<file path="src/rtl/ifetch_pkg.sv">
// +------------------------------------------------------------------+
// | ifetch_pkg : shared types for the instruction-fetch read master  |
// | Rev 1.0                                                          |
// +------------------------------------------------------------------+
`default_nettype none

package ifetch_pkg;

  typedef enum logic [1:0] {
    IDLE = 2'd0,
    WAIT = 2'd1,
    DROP = 2'd2
  } ifetch_state_e;

  typedef struct packed {
    logic [31:0] inst;
    logic [31:0] pc;
  } fetch_entry_t;

  localparam logic [31:0] PC_STEP = 32'd4;

  function automatic logic [31:0] word_addr(input logic [31:0] pc);
    return pc >> 2;
  endfunction

endpackage

`default_nettype wire

</file>
<file path="src/rtl/fetch_fifo.sv">
// +------------------------------------------------------------------+
// | fetch_fifo : prefetch buffer with synchronous flush              |
// | Rev 1.0                                                          |
// +------------------------------------------------------------------+
`default_nettype none

module fetch_fifo
  import ifetch_pkg::*;
#(
  parameter int DEPTH = 4
) (
  input  logic                     clk,
  input  logic                     reset,
  input  logic                     flush,
  input  logic                     push,
  input  logic                     pop,
  input  fetch_entry_t             push_entry,
  output fetch_entry_t             head,
  output logic                     head_valid,
  output logic [$clog2(DEPTH):0]   count
);

  localparam int AW = $clog2(DEPTH);
  localparam int CW = AW + 1;

  fetch_entry_t   mem_q [DEPTH];
  logic [AW-1:0]  wr_ptr_q, wr_ptr_d;
  logic [AW-1:0]  rd_ptr_q, rd_ptr_d;
  logic [CW-1:0]  count_q, count_d;
  logic           do_push, do_pop;

  // A full FIFO still accepts a push when the head leaves at the same edge.
  always_comb begin
    do_pop   = pop && (count_q != '0);
    do_push  = push && ((count_q != CW'(DEPTH)) || do_pop);
    wr_ptr_d = wr_ptr_q + AW'(do_push);
    rd_ptr_d = rd_ptr_q + AW'(do_pop);
    count_d  = count_q + CW'(do_push) - CW'(do_pop);
    if (flush) begin
      wr_ptr_d = '0;
      rd_ptr_d = '0;
      count_d  = '0;
    end
  end

  always_ff @(posedge clk) begin
    if (reset) begin
      wr_ptr_q <= '0;
      rd_ptr_q <= '0;
      count_q  <= '0;
    end else begin
      wr_ptr_q <= wr_ptr_d;
      rd_ptr_q <= rd_ptr_d;
      count_q  <= count_d;
    end
  end

  always_ff @(posedge clk) begin
    if (do_push && !flush) begin
      mem_q[wr_ptr_q] <= push_entry;
    end
  end

  assign head_valid = (count_q != '0);
  assign head       = head_valid ? mem_q[rd_ptr_q] : '0;
  assign count      = count_q;

endmodule

`default_nettype wire

</file>
<file path="src/rtl/ifetch_read_master.sv">
// +------------------------------------------------------------------+
// | ifetch_read_master : sequential instruction fetch with prefetch  |
// | buffer and redirect; IFETCH_PERF_EN enables perf counters.       |
// | Rev 1.0                                                          |
// +------------------------------------------------------------------+
`default_nettype none

module ifetch_read_master
  import ifetch_pkg::*;
#(
  parameter int          DEPTH    = 4,
  parameter logic [31:0] RESET_PC = 32'h0000_0000
) (
  input  logic        clk,
  input  logic        reset,
  input  logic        redirect_valid,
  input  logic [31:0] redirect_pc,
  output logic        out_valid,
  input  logic        out_ready,
  output logic [31:0] out_inst,
  output logic [31:0] out_pc,
  output logic        rreq,
  output logic [31:0] raddr,
  input  logic [31:0] rdata,
  input  logic        data_valid,
  output logic        busy,
  output logic [31:0] perf_req_cnt,
  output logic [31:0] perf_wait_cnt
);

  localparam int CW = $clog2(DEPTH) + 1;

  ifetch_state_e state_q, state_d;
  logic [31:0]   pc_q, pc_d;
  logic [31:0]   raddr_q, raddr_d;
  logic          rreq_q, rreq_d;
  logic          push, pop, flush, slot_free, issue;
  logic [CW-1:0] count, occ_next;
  fetch_entry_t  head, push_entry;
  logic          head_valid;

  // A redirect flushes and suppresses both the push and the pop of its cycle.
  assign flush      = redirect_valid;
  assign pop        = head_valid && out_ready && !redirect_valid;
  assign push       = (state_q == WAIT) && data_valid && !redirect_valid;
  assign occ_next   = flush ? '0 : (count + CW'(push) - CW'(pop));
  assign push_entry = '{inst: rdata, pc: pc_q};

  // pc_q is the address of the outstanding request, or the next one to issue.
  always_comb begin
    state_d   = state_q;
    pc_d      = pc_q;
    rreq_d    = rreq_q;
    raddr_d   = raddr_q;
    slot_free = 1'b0;
    issue     = 1'b0;
    if (redirect_valid) pc_d = redirect_pc & ~32'h3;
    case (state_q)
      IDLE: slot_free = 1'b1;
      WAIT: begin
        if (data_valid) begin
          slot_free = 1'b1;
          if (!redirect_valid) pc_d = pc_q + PC_STEP;
        end else if (redirect_valid) begin
          state_d = DROP;
        end
      end
      DROP: slot_free = data_valid;
      default: begin
        state_d = IDLE;
        rreq_d  = 1'b0;
      end
    endcase
    if (slot_free) begin
      issue   = (occ_next < CW'(DEPTH));
      state_d = issue ? WAIT : IDLE;
      rreq_d  = issue;
      if (issue) raddr_d = word_addr(pc_d);
    end
  end

  always_ff @(posedge clk) begin
    if (reset) begin
      state_q <= IDLE;
      pc_q    <= RESET_PC & ~32'h3;
      rreq_q  <= 1'b0;
      raddr_q <= word_addr(RESET_PC);
    end else begin
      state_q <= state_d;
      pc_q    <= pc_d;
      rreq_q  <= rreq_d;
      raddr_q <= raddr_d;
    end
  end

  fetch_fifo #(
    .DEPTH (DEPTH)
  ) u_fifo (
    .clk        (clk),
    .reset      (reset),
    .flush      (flush),
    .push       (push),
    .pop        (pop),
    .push_entry (push_entry),
    .head       (head),
    .head_valid (head_valid),
    .count      (count)
  );

  assign out_valid = head_valid;
  assign out_inst  = head.inst;
  assign out_pc    = head.pc;
  assign rreq      = rreq_q;
  assign raddr     = raddr_q;
  assign busy      = (state_q != IDLE);

`ifdef IFETCH_PERF_EN
  logic [31:0] perf_req_q, perf_req_d;
  logic [31:0] perf_wait_q, perf_wait_d;

  always_comb begin
    perf_req_d  = perf_req_q + 32'(issue);
    perf_wait_d = perf_wait_q + 32'(state_q != IDLE);
  end

  always_ff @(posedge clk) begin
    if (reset) begin
      perf_req_q  <= '0;
      perf_wait_q <= '0;
    end else begin
      perf_req_q  <= perf_req_d;
      perf_wait_q <= perf_wait_d;
    end
  end

  assign perf_req_cnt  = perf_req_q;
  assign perf_wait_cnt = perf_wait_q;
`else
  assign perf_req_cnt  = '0;
  assign perf_wait_cnt = '0;
`endif

`ifndef SYNTHESIS
  a_no_dv_in_idle: assert property (@(posedge clk) disable iff (reset)
    !(data_valid && state_q == IDLE))
    else $error("ifetch_read_master: data_valid with no request outstanding");
`endif

endmodule

`default_nettype wire
</file>
<file path="config.mk">
export PLATFORM = sky130hd
export DESIGN_NAME = ifetch_read_master
export DESIGN_NICKNAME = d
export VERILOG_FILES = /design/src/rtl/ifetch_pkg.sv /design/src/rtl/fetch_fifo.sv /design/src/rtl/ifetch_read_master.sv
export SDC_FILE = /design/constraint.sdc
export NUM_CORES = 1
export LEC_CHECK = 0
export BUFFER_PORTS_ARGS = -buffer_cell sky130_fd_sc_hd__buf_2
export CELL_PAD_IN_SITES_DETAIL_PLACEMENT = 1
export CELL_PAD_IN_SITES_GLOBAL_PLACEMENT = 1
export CORE_ASPECT_RATIO = 1.25
export CORE_MARGIN = 4
export CORE_UTILIZATION = 51
export CTS_CLUSTER_DIAMETER = 60
export DETAILED_ROUTE_END_ITERATION = 10
export PLACE_DENSITY_LB_ADDON = 0.1
export SLEW_MARGIN = 10
export SYNTH_ARGS = -nofsm -noshare
export SYNTH_HDL_FRONTEND = slang
export SYNTH_HIERARCHICAL = 1
export SYNTH_SLANG_ARGS = --single-unit
</file>
<file path="constraint.sdc">
create_clock -name clk -period 15.8 [get_ports clk]
set_input_delay 0.79 -clock clk [delete_from_list [all_inputs] [get_ports clk]]
set_output_delay 0.79 -clock clk [all_outputs]
set_load 0.1 [all_outputs]
</file>
# After elaboration in Yosys (flattened, before gate mapping)
# Memory sizes are Yosys's and may differ from the RTL's. A register that Yosys moved wholly into a read port is not among the register bits.
# Index checks and enable logic that the tools add are counted.
# op_classes
addsub	7
magnitude_cmp	1
reduce_logical	17
eq_ne	7
mux	18
# op_table
cell	n
32-bit 2-to-1 mux	4
64-bit 2-to-1 mux	1
32-bit by 3-bit adder with 32-bit output (second input constant)	1
3-bit != test (second input constant)	3
2-bit 2-to-1 mux	4
1-bit logical AND	7
3-bit by 1-bit adder with 3-bit output	2
1-bit 2-to-1 mux	6
3-bit by 1-bit subtractor with 3-bit output	2
2-bit by 1-bit adder with 2-bit output	2
2-bit by 1-bit != test with 1-bit output (second input constant)	2
2-bit case mux with 2 select lines	1
2-bit OR reduction	2
3-bit less-than comparator (second input constant)	1
3-bit 2-to-1 mux	1
1-bit case mux with 3 select lines	1
3-bit AND reduction	1
3-bit nonzero test	1
3-bit OR reduction	1
2-bit by 1-bit == test with 1-bit output (second input constant)	1
2-bit == test (second input constant)	1
2-bit logical NOT	1
2-bit AND reduction	1
2-bit nonzero test	1
2 further kinds	2
# totals
ff_bits	72
mem_count	1
out_inout_bits	163
inputBits	69
ramBits	256
# mem_list
name	depth	width	rd	rd_clocked_by_memory_dff	write_ports	line	text
u_fifo.mem_q	4	64	1	1	1	fetch_fifo.sv:26	fetch_entry_t mem_q [DEPTH];

# Logic depth before layout (Yosys ltp)
# Gate-level depths: netlist (run 1).
# logic_depth
depth_word	9
mapped_depth	13
ltp_nobuf	11

# Cells and area by module
# Netlist (run 1), hierarchy kept.
# modules_own_cells
mod	area_per_inst_um2	seq_area_each_um2	instances	cells_per_inst
fetch_fifo	10128.5	7827.5	1	442
ifetch_read_master	3778.6	1301.2	1	426

# Least setup slack after synthesis (run 1)
# No wires, ideal clock.
# synth_timing
path_kind	register -> register
startpoint	reg u_fifo.count_q[1], in the netlist u_fifo/count[1]
endpoint	mem u_fifo/mem_q[1][0] (netlist name) (enable)
slack_ns	6.548
path_stages_with_launch	6
period_less_slack_ns	9.252
t_arrival_ns	8.586
required_time_ns	15.134
path_buffers	1
cell_sequence	dfxtp_1 -> or3_1 -> clkbuf_1 -> and3_1 -> nor4b_1 -> nor4b_1
# synth_via
elab_chain_cells	9
elab_cells_between_ends	10
classes_between	1 x eq/ne; 2 x mux; 7 x reduce/logical
# synth_rtl
item	line	text
start, declared	fetch_fifo.sv:29	logic [CW-1:0] count_q, count_d;
start signal, assigned	fetch_fifo.sv:54	count_q <= count_d;
3-bit nonzero test	fetch_fifo.sv:64	assign head_valid = (count_q != '0);
named net out_valid	ifetch_read_master.sv:18	output logic out_valid,
1-bit logical AND (2 in series)	ifetch_read_master.sv:44	assign pop = head_valid && out_ready && !redirect_valid;
named net pop	ifetch_read_master.sv:37	logic push, pop, flush, slot_free, issue;
1-bit logical AND	fetch_fifo.sv:34	do_pop = pop && (count_q != '0);
1-bit logical OR	fetch_fifo.sv:35	do_push = push && ((count_q != CW'(DEPTH)) || do_pop);
1-bit logical AND	fetch_fifo.sv:35	
1-bit logical AND	fetch_fifo.sv:59	if (do_push && !flush) begin
1-bit 2-to-1 mux	fetch_fifo.sv:59	
1-bit 2-to-1 mux (not written as such)	fetch_fifo.sv:60	mem_q[wr_ptr_q] <= push_entry;
end, declared	fetch_fifo.sv:26	
# The timed path passes the listed nets, and every way through them passes these cells.

# Worst setup path in the final report (run 1)
# layout_timing
startpoint	reg u_fifo.count_q[1], in the netlist u_fifo/count[1]
endpoint	reg raddr_q[15], in the netlist raddr[15]
# layout_via
elab_chain_cells	7
elab_cells_between_ends	8
classes_between	2 x add/sub; 1 x order compare; 1 x mux; 4 x reduce/logical
# layout_rtl
item	line	text
3-bit nonzero test	fetch_fifo.sv:64	
1-bit logical AND (2 in series)	ifetch_read_master.sv:44	
named net pop	ifetch_read_master.sv:37	
3-bit by 1-bit subtractor with 3-bit output	ifetch_read_master.sv:46	assign occ_next = flush ? '0 : (count + CW'(push) - CW'(pop));
3-bit 2-to-1 mux	ifetch_read_master.sv:46	
3-bit less-than comparator	ifetch_read_master.sv:75	issue = (occ_next < CW'(DEPTH));
2-bit AND reduction (no source line)	-	
end signal, assigned	ifetch_read_master.sv:87	raddr_q <= word_addr(RESET_PC);
end signal, assigned	ifetch_read_master.sv:92	raddr_q <= raddr_d;
end, declared	ifetch_read_master.sv:35	logic [31:0] raddr_q, raddr_d;
# The timed path passes the listed nets, and every way through them passes these cells.
# A chain may end at the register's enable or synchronous reset.

==> results by group, run 1 <==
STA
  – Hold_ws: 0.472 ns
  – Setup_tns: 0 ns
  – Unrepaired setup endpoints after global routing: no
  – Setup violators final: 0
  – Crit path time final: 4.11 ns
  – Max-slew violations: 0
  – Final hold violations: 0
  – F_max: 243 MHz
  – Worst slew pin tran: between 1 and 1.5 ns
  – Worst Skew: 0.0126 ns
  – Period utilisation layout: a little over a quarter
  – Relative slew slack: between 30% and 40%

GRT
  – Met3 Use GR: between 3 and 4%
  – Largest net degree at the start of global routing: slightly below 70
  – Layer with the highest usage: met2
  – GRT Total Usage: around a fifth
  – Initial antenna violation count: 0
  – Vias in the first global route: between 8000 and 9000
  – Global Route met1 Usage: between 20% and 30%
  – GRT overflow: 0
  – First-pass GRT wire length: between 40000 and 50000 µm
  – Met2 Use GR: 33.9%

Clocking
  – Bufs on Longest Clock Path: 3
  – CTS sink count: 328
  – CTS resizes: 0
  – H-tree depth: 2
  – CTS hold repair buffers: 0
  – Clock slew at reported path FFs: 0.06 ns
  – Post-CTS Setup Bufs: 0
  – CTS tree: built
  – Clk_lat worst skew: about 0.50 ns
  – CTS Root Cell: clkbuf_16
  – CTS buffer count: 35

Place
  – IO buf count: 163
  – Final Wtd Congestion: 0.744
  – DP HPWL: between 15000 and 20000 µm

Finish
  – Commonest non-fill, non-tap cells in the layout: 256 x edfxtp_1, 163 x buf_2, 78 x and2_1, 70 x dfxtp_1, 66 x conb_1
  – Share of cells above drive strength 1: between 30% and 40%
  – Commonest non-fill, non-tap cell in the layout: edfxtp_1
  – Fin nets: between 1000 and 1500
  – Layout area overhead: 14.0%
  – Antenna diode count: 0
  – Seq. cell area: roughly 9100 µm²
  – Footprint of the multi-input gates: roughly 4200 µm²
  – FILL cells: 2586

Synth
  – Sequential element share of the synthesized area: approximately 66%
  – Synth area leader: edfxtp_1
  – Share of the synthesized area in the top cell type: a little under three fifths
  – Cells after Synth: around 870
  – Asr flop ratio synth: 0%
  – Yosys reg bits: between 300 and 400
  – Avg Inst Size Synth: approximately 16 µm²
  – Dominant cells by area after synthesis: edfxtp_1 55%, dfxtp_1 10%, mux4_2 9.7%, buf_4 3.6%, and2_1 3.5%
  – Yosys warns: 6
  – Synth Flop Type: edfxtp_1
  – Synth cell types: 66
  – Synth Cell Area: around 14000 µm²
  – Post-synth EDFFs: about 260

Route
  – First-pass DRT Iterations: 4
  – Vias: 7609
  – DRC errors left: 0
  – ANT nets after route: 0
  – DR vias/cell: ~5.4
  – Drt wl/cell: just over 20 µm
  – Wirelength, routed: roughly 29000 µm
  – Drt first-iter violations: around 340

Floorplanning
  – Die area: around 30000 µm²
  – Core Area: 26800 µm²
  – Initial core utilization: ~52%
  – Number of I/O pins: ~230
  – # rows: 67
  – Width of the die: about 160 µm
  – Chip height: between 150 and 200 µm

Setup path
  – Slowest cell on crit path: or3_2
  – Critical-path cell list: or3_2, buf_4, and3_1, ha_1, inv_1, ha_1, and4b_4, or3_4, a311oi_4, buf_4, nand2_2, o32ai_2
  – Critical Path End Type: register
  – Crit path buf inv count: 3
  – CP max FO: between 60 and 70
  – Crit path DAT: roughly 4.5 ns
  – Top delay family on crit path: simple AND/OR/NAND/NOR gates
  – CP startpoint kind: register
  – Worst path required time: approximately 16 ns
  – Crit path kind: reg -> reg
  – Slowest cell delay on critical path: around 0.5 ns

Outcome
  – Status: finished clean

Pwr
  – VDD IR max: between 0.07 and 0.08 mV
  – Clk pwr share: between 30% and 40%
  – P_sw: between 0.5 and 0.6 mW
  – Comb pwr share: between 10% and 20%
  – Int Power: 1.47 mW
  – Switching Share: 27.6%
  – Seq pwr share: ~48%
  – Pleak: 5.87 nW
  – Power Density: around 130 nW/µm²

Worst hold path
  – Hold Crit Class: reg -> reg

Run
  – Max-Cap Viols: 0
-- synth_stat cells (3+ instances only) --
cell      count
buf_12        6
edfxtp_1    256
clkbuf_1     17
a21oi_1       7
and3_1        6
nor4_1        6
mux2_2        9
nand3_1      14
o211ai_1      4
buf_1         3
mux2i_1      20
xnor2_1       7
inv_1        15
a211oi_1      3
buf_4        67
xor2_1        5
nand4_1      11
o21a_1        6
mux4_1        4
buf_6         5
mux4_2       60
and4_1        5
o22ai_1       7
dfxtp_1      72
nor2_1       36
nor3_1       18
buf_2         9
o21ai_0       9
nand2_1      29
and2_1       78
o211a_1       4
nor3b_1       6
ha_1         11
nand2b_1     10
o32ai_2       3
-- state kept, by name, indices dropped and copies added (netlist names) --
signal and count:
u_fifo/count 3, raddr 30, u_fifo/wr_ptr_q 2, u_fifo/rd_ptr_q 2
rreq 1, u_fifo/mem_q 256, state_q 2, pc_q 32
-- power by group through the flow --
stage | registers (mW) | clock network, mW | logic, mW
3_5_place_dp | 0.988 | 0 | 0.271
3_3_place_gp | 0.987 | 0 | 0.269
4_1_cts | 0.970 | 0.817 | 0.272
6_report | 0.970 | 0.793 | 0.270
2_1_floorplan | 1.06 | 0 | 0.171
5_1_grt | 0.973 | 0.858 | 0.284
-- final timing paths --
kind	slack, ns	endpoint	startpoint	cells past startpoint
setup / recovery	11.69	raddr[15]	u_fifo/count[1]	12
hold / removal	0.47	raddr[7]	raddr[7]	2
setup reg to reg	11.69	raddr[15]	u_fifo/count[1]	12
hold reg to reg	0.47	raddr[7]	raddr[7]	2
-- kinds of logic (layout without fill, tap and decap cells) --
group / Yosys count / count (layout) / synth area share, %
adder cells (fa/ha/maj): 12 / 12 / 1.13
flip-flops: 328 / 328 / 65.6
buffers and inverters: 123 / 252 / 6.18
AO/OA/AOI/OAI: 60 / 60 / 3.61
multiplexers: 93 / 93 / 12.6
XOR/XNOR: 13 / 13 / 0.927
AND/OR/NAND/NOR: 238 / 238 / 9.84
other: 1 / 66 / 0.0270
-- area by class of cell --
type	count	share of cell area (%)
sequential	328	57.6
multi-input combinational	482	26.5
clock buffer	44	6.19
timing repair buffer	174	5.67
tap	345	2.72
clock inverter	18	0.947
inverter	16	0.379
-- tightest hold or removal path, cell delays in order, from the launching register on --
cell and delay [ns]:
dfxtp_1 0.31, nand2b_1 0.06, a21oi_1 0.06
-- per-stage QoR --
step	power (mW)	worst slack, ns	instance area [µm²]	utilization, %	instances
6_report	2.03	11.69	15900	59.1	1407
5_1_grt	2.11	11.41	15900	59.1	1407
4_1_cts	2.06	11.59	15900	59.1	1407
3_5_place_dp	1.26	11.16	14700	54.9	1345
3_3_place_gp	1.26	11.26	14700	54.9	1345
2_1_floorplan	1.23	6.55	14200	-	933
-- layer usage --
layer	part of all wire, %	vias to the layer above
met1	41	3822
li1	-	3513
met5	0	-
met4	1.7	0
met2	51	235
met3	5.6	39
Note: power is estimated with default switching activity, not from simulation.
==> run 2: changes to the inputs <==
- ABC_AREA: unset -> 1
- CORE_UTILIZATION: 51 -> 44
- clock period: 15.8 -> 4.2 ns (I/O delays scaled with it)
==> results by group, run 2 <==
Outcome
  – Status: finished clean

Route
  – Vias: about 11000
  – ANT nets after route: 0
  – First-pass DRT Iterations: 5
  – Drt first-iter violations: ~470
  – Drt wl/cell: approximately 17 µm
  – Wirelength, routed: a little under 40000 µm
  – DR vias/cell: 4.83
  – DRC errors left: 0

Synth
  – Synth cell types: 40
  – XOR/XNOR share of the synthesized area: less than 1%
  – Multiplexer share of the synthesized area: 0.197%
  – Synth Cell Area: ~15000 µm²
  – Top cells by count, synth: 401 x nand2_1, 344 x inv_1, 256 x edfxtp_1
  – Synth Area in Compound Gates: approximately 5.0%
  – Asr flop ratio synth: 0%
  – Share of the synthesized area in the top cell type: 50.5%
  – Yosys warns: 6
  – Post-synth EDFFs: approximately 260
  – Cells after Synth: between 1500 and 2000
  – Largest family of logic cells by synthesized area: simple AND/OR/NAND/NOR gates
  – Avg Inst Size Synth: 9.12 µm²
  – Post-Synth Adder-Cell Area: 1.04%
  – Yosys reg bits: 328
  – Dominant cells by area after synthesis: edfxtp_1 50%, nand2_1 9.9%, dfxtp_1 9.5%, inv_1 8.5%, nand3_1 5.3%
  – Simple-gate share of the synthesized area: between 10% and 20%
  – Synth area leader: edfxtp_1
  – Synth Flop Type: edfxtp_1
  – Sequential element share of the synthesized area: between 50 and 60%
  – Most common cell in the synthesized netlist: nand2_1

Place
  – DP HPWL: between 20000 and 25000 µm
  – Final Wtd Congestion: 0.768
  – IO buf count: 163
  – Placement Cell Area: around 16000 µm²

Finish
  – Footprint of the multi-input gates: roughly 4200 µm²
  – Share of cells above drive strength 1: between 10% and 20%
  – Layout area overhead: 16.6%
  – Final Util: 52.4%
  – Antenna diode count: 0
  – FILL cells: just under 4000
  – Fin nets: roughly 1900
  – Commonest non-fill, non-tap cells in the layout: 401 x nand2_1, 343 x inv_1, 256 x edfxtp_1, 163 x buf_2, 162 x nand3_1
  – Finished Cell Area: ~18000 µm²
  – Commonest non-fill, non-tap cell in the layout: nand2_1
  – Max reg flops: ~260
  – Largest Register: u_fifo/mem_q
  – Seq. cell area: ~9100 µm²

STA
  – F_max: 293 MHz
  – Period utilisation layout: about four fifths
  – Setup_tns: 0 ns
  – Relative slew slack: a little over a quarter
  – Crit path time final: around 3.4 ns
  – Final hold violations: 0
  – Max-slew violations: 0
  – Worst slew pin tran: roughly 1.1 ns
  – Worst Skew: 0.0153 ns
  – Unrepaired setup endpoints after global routing: no
  – Setup violators final: 0

GRT
  – First-pass GRT wire length: approximately 62000 µm
  – Vias in the first global route: 12000
  – GRT Total Usage: around 20%
  – Largest net degree at the start of global routing: ~100
  – Initial antenna violation count: 0
  – GRT overflow: 0

Run
  – Max-Cap Viols: 0

Pwr
  – Seq pwr share: 46.0%
  – Clk pwr share: between 30% and 40%
  – P_sw: 2.25 mW
  – Power Density: approximately 450 nW/µm²
  – Comb pwr share: between 10% and 20%
  – Pleak: slightly above 8 nW
  – Switching Share: around 28%
  – VDD IR max: between 0.3 and 0.4 mV
  – Int Power: roughly 5.7 mW

Clocking
  – CTS tree: built
  – CTS buffer count: 35
  – CTS sink count: between 300 and 400
  – Post-CTS Setup Bufs: 0
  – Clock slew at reported path FFs: 0.06 ns
  – Clk_lat worst skew: 0.52 ns
  – Bufs on Longest Clock Path: 3
  – CTS Root Cell: clkbuf_16
  – H-tree depth: 2

Setup path
  – Worst path required time: 3.99 ns
  – Crit path DAT: approximately 3.2 ns
  – CP startpoint kind: register
  – CP max FO: ~100
  – Crit path kind: reg -> out
  – Critical Path End Type: output port

Floorplanning
  – Die area: 37700 µm²
  – # rows: 75
  – Chip height: between 200 and 250 µm
  – Width of the die: around 170 µm
  – Number of I/O pins: ~230
  – Initial core utilization: between 40% and 50%
  – Core Area: 33900 µm²

Worst hold path
  – Hold Crit Class: in -> reg
## run 2: area by class of cell
class,count,share of cell area (%)
inverters,349,7.41
flip-flops and latches,328,51.5
clock inverters,15,1.13
well taps,462,3.26
clock buffers,47,5.48
repair buffers,219,7.67
multi-input cells,920,23.6
## run 2: logic make-up after synthesis
kind of cell,after synthesis
adder cells (fa/ha/maj),12
AO/OA/AOI/OAI,146
XOR/XNOR,3
flip-flops,328
buffers and inverters,486
multiplexers,3
AND/OR/NAND/NOR,690
other,1
## run 2: path summary, 6_finish.rpt
| path | from | to | slack (ns) | depth (start not counted) |
|---|---|---|---|---|
| setup / recovery | u_fifo/rd_ptr_q[0] | out_pc[2] | 0.79 | 6 |
| hold / removal | redirect_pc[9] | pc_q[9] | 0.03 | 3 |
| setup reg to reg | state_q[1] | u_fifo/mem_q[0][40] | 1.35 | 7 |
| hold reg to reg | raddr[6] | raddr[6] | 0.47 | 2 |
## run 2: stage by stage
step | total power [mW] | instances | worst slack, ns | hold slack, ns
2_1_floorplan | 4.71 | 1734 | -0.761 | 0.309
3_3_place_gp | 4.83 | 2238 | 1.30 | 0.421
3_5_place_dp | 4.85 | 2238 | 1.28 | 0.427
4_1_cts | 8.04 | 2340 | 0.716 | 0.00841
5_1_grt | 8.24 | 2340 | 0.572 | 0.0544
6_report | 7.94 | 2340 | 0.786 | 0.0337
## run 2: power by group through the flow
stage	registers, mW	logic (mW)	clock network, mW
after detailed placement	3.72	1.13	0
after floorplan	4.05	0.668	0
final	3.65	1.15	3.14
after global placement	3.72	1.11	0
after CTS	3.65	1.16	3.23
after global routing	3.66	1.22	3.36
## run 2: what timing repair did
action                    4_1_cts  5_1_grt
resized for setup               0        0
hold buffers                   40        0
hold endpoints to repair      136        0
## run 2: routing by layer
layer | global-route usage, % | vias to the layer above | share of wire (%)
met5 | 0 | - | 0
met4 | 6.50 | 0 | 2.6
met3 | 2.84 | 65 | 4.0
met2 | 38.1 | 253 | 52
met1 | 24.3 | 5475 | 41
li1 | - | 5501 | -
## run 2: critical path: stages, from the launching register on
cell and delay, ns:
dfxtp_4 0.73, inv_4 0.54, buf_4 0.43, nand2_1 0.10
nand3_1 0.07, a21oi_1 0.28, buf_2 0.49
==> run 3: changes to the inputs <==
- CORE_UTILIZATION: 44 -> 39
- clock period: 4.2 -> 2.84 ns (I/O delays scaled with it)
==> results by group, run 3 (synthesis gave the netlist of run 2 again) <==
Outcome
  – Status: finished clean

Floorplanning
  – Initial core utilization: 39.7%
  – Die area: 42300 µm²
  – Core Area: around 38000 µm²
  – Width of the die: between 150 and 200 µm
  – Number of I/O pins: roughly 230
  – Chip height: 229 µm
  – # rows: 80

Pwr
  – Power Density: roughly 650 nW/µm²
  – Tot Pwr: ~12 mW
  – VDD IR max: 0.421 mV
  – Pleak: slightly above 8 nW

Finish
  – Max reg flops: 256
  – Commonest non-fill, non-tap cell in the layout: nand2_1
  – Final Util: between 40% and 50%
  – Commonest non-fill, non-tap cells in the layout: 401 x nand2_1, 342 x inv_1, 256 x edfxtp_1, 163 x buf_2, 160 x nand3_1
  – Antenna diode count: 0
  – Share of cells above drive strength 1: ~15%
  – Layout area overhead: 18.5%
  – FILL cells: approximately 4400
  – Largest Register: u_fifo/mem_q
  – Final Instance Count excl. Fillers: between 2000 and 2500
  – Finished Cell Area: around 18000 µm²
  – Fin nets: 1954

Clocking
  – Post-CTS Setup Bufs: 0
  – CTS Root Cell: clkbuf_16
  – Clk_lat worst skew: ~0.53 ns
  – CTS buffer count: 37
  – CTS sink count: around 330
  – H-tree depth: 2
  – Clock slew at reported path FFs: about 0.050 ns
  – Bufs on Longest Clock Path: 3
  – CTS tree: built

Place
  – Placed cell count: around 2300
  – IO buf count: around 160
  – Placement Cell Area: around 16000 µm²
  – Final Wtd Congestion: about 0.8
  – Pre-CTS setup slack: approximately 0.24 ns
  – DP HPWL: between 20000 and 30000 µm

Setup path
  – CP max FO: between 70 and 80
  – Slowest cell delay on critical path: just under 0.6 ns
  – Worst path required time: about 2.7 ns
  – Crit path kind: reg -> out
  – Slowest cell on crit path: inv_4
  – Critical Path End Type: output port
  – CP startpoint kind: register
  – Critical-path cell list: inv_4, buf_4, nand2_1, nand3_1, a21oi_1, buf_2
  – Crit path DAT: roughly 2.5 ns

STA
  – Relative slew slack: about two fifths
  – Worst Skew: between 0.02 and 0.025 ns
  – Max-slew violations: 0
  – Worst slew pin tran: 0.871 ns
  – Final hold violations: 0
  – F_max: 373 MHz
  – Setup_tns: 0 ns
  – Final worst slack: ~0.16 ns
  – Period utilisation layout: 94.5%
  – Setup violators final: 0
  – Crit path time final: between 2 and 3 ns
  – Hold_ws: 0.0238 ns
  – Unrepaired setup endpoints after global routing: no

GRT
  – Initial antenna violation count: 0
  – GRT Total Usage: 18.8%
  – Vias in the first global route: between 10000 and 15000
  – First-pass GRT wire length: around 63000 µm
  – Largest net degree at the start of global routing: 130
  – GRT overflow: 0

Route
  – Drt wl/cell: between 15 and 20 µm
  – First-pass DRT Iterations: 4
  – Vias: 11300
  – DR vias/cell: between 4 and 5
  – ANT nets after route: 0
  – Drt first-iter violations: ~500
  – Wirelength, routed: 40100 µm
  – DRC errors left: 0

Worst hold path
  – Hold Crit Class: in -> reg

Run
  – Max-Cap Viols: 0
## run 3: cell types whose count changed in the layout (fill, tap and decap cells not counted), sizes merged
cell,delta
clkbuf,+5
clkinvlp,+1
clkinv,+2
dlygate4sd3,+6
bufinv,-3
buf,+12
## run 3: final timing paths
check | startpoint | to | slack [ns] | cells past startpoint
max | u_fifo/rd_ptr_q[0] | out_inst[7] | 0.16 | 6
min | redirect_pc[22] | pc_q[22] | 0.02 | 5
max reg2reg | u_fifo/count[1] | raddr[14] | 0.28 | 17
min reg2reg | rreq | rreq | 0.47 | 2
## run 3: repair_timing
item | 4_1_cts | 5_1_grt
hold buffers | 46 | 0
gates resized for setup | 0 | 2
endpoints found under the setup margin | 0 | 2
hold endpoints to repair | 148 | 0
## run 3: power breakdown
part	switching, mW	internal [mW]
registers	0.107	5.30
clock network	1.85	2.73
logic	1.46	0.294
## run 3: area by class of cell
cell class | instances | area, µm² | area share, %
timing repair buffer | 237 | 1590 | 8.81
clock buffer | 52 | 1030 | 5.73
inverter | 349 | 1320 | 7.31
clock inverter | 15 | 130 | 0.721
sequential | 328 | 9140 | 50.7
tap | 492 | 616 | 3.41
multi-input combinational | 920 | 4210 | 23.4
## run 3: per-layer routing
metal	global-route usage, %	routed length, µm	vias to the layer above
met3	2.59	1610	48
met2	34.6	20900	233
met5	0	0	-
met4	4.96	842	0
li1	-	-	5548
met1	22.8	16700	5468
## run 3: worst max-delay path, delay by kind of cell (launching register included)
| family | cells | cell delay (ns) |
|---|---|---|
| AOI/OAI and AO/OA | 1 | 0.10 |
| and+or+nand+nor | 2 | 0.18 |
| DFF | 1 | 0.36 |
| buffers and inverters | 3 | 1.30 |
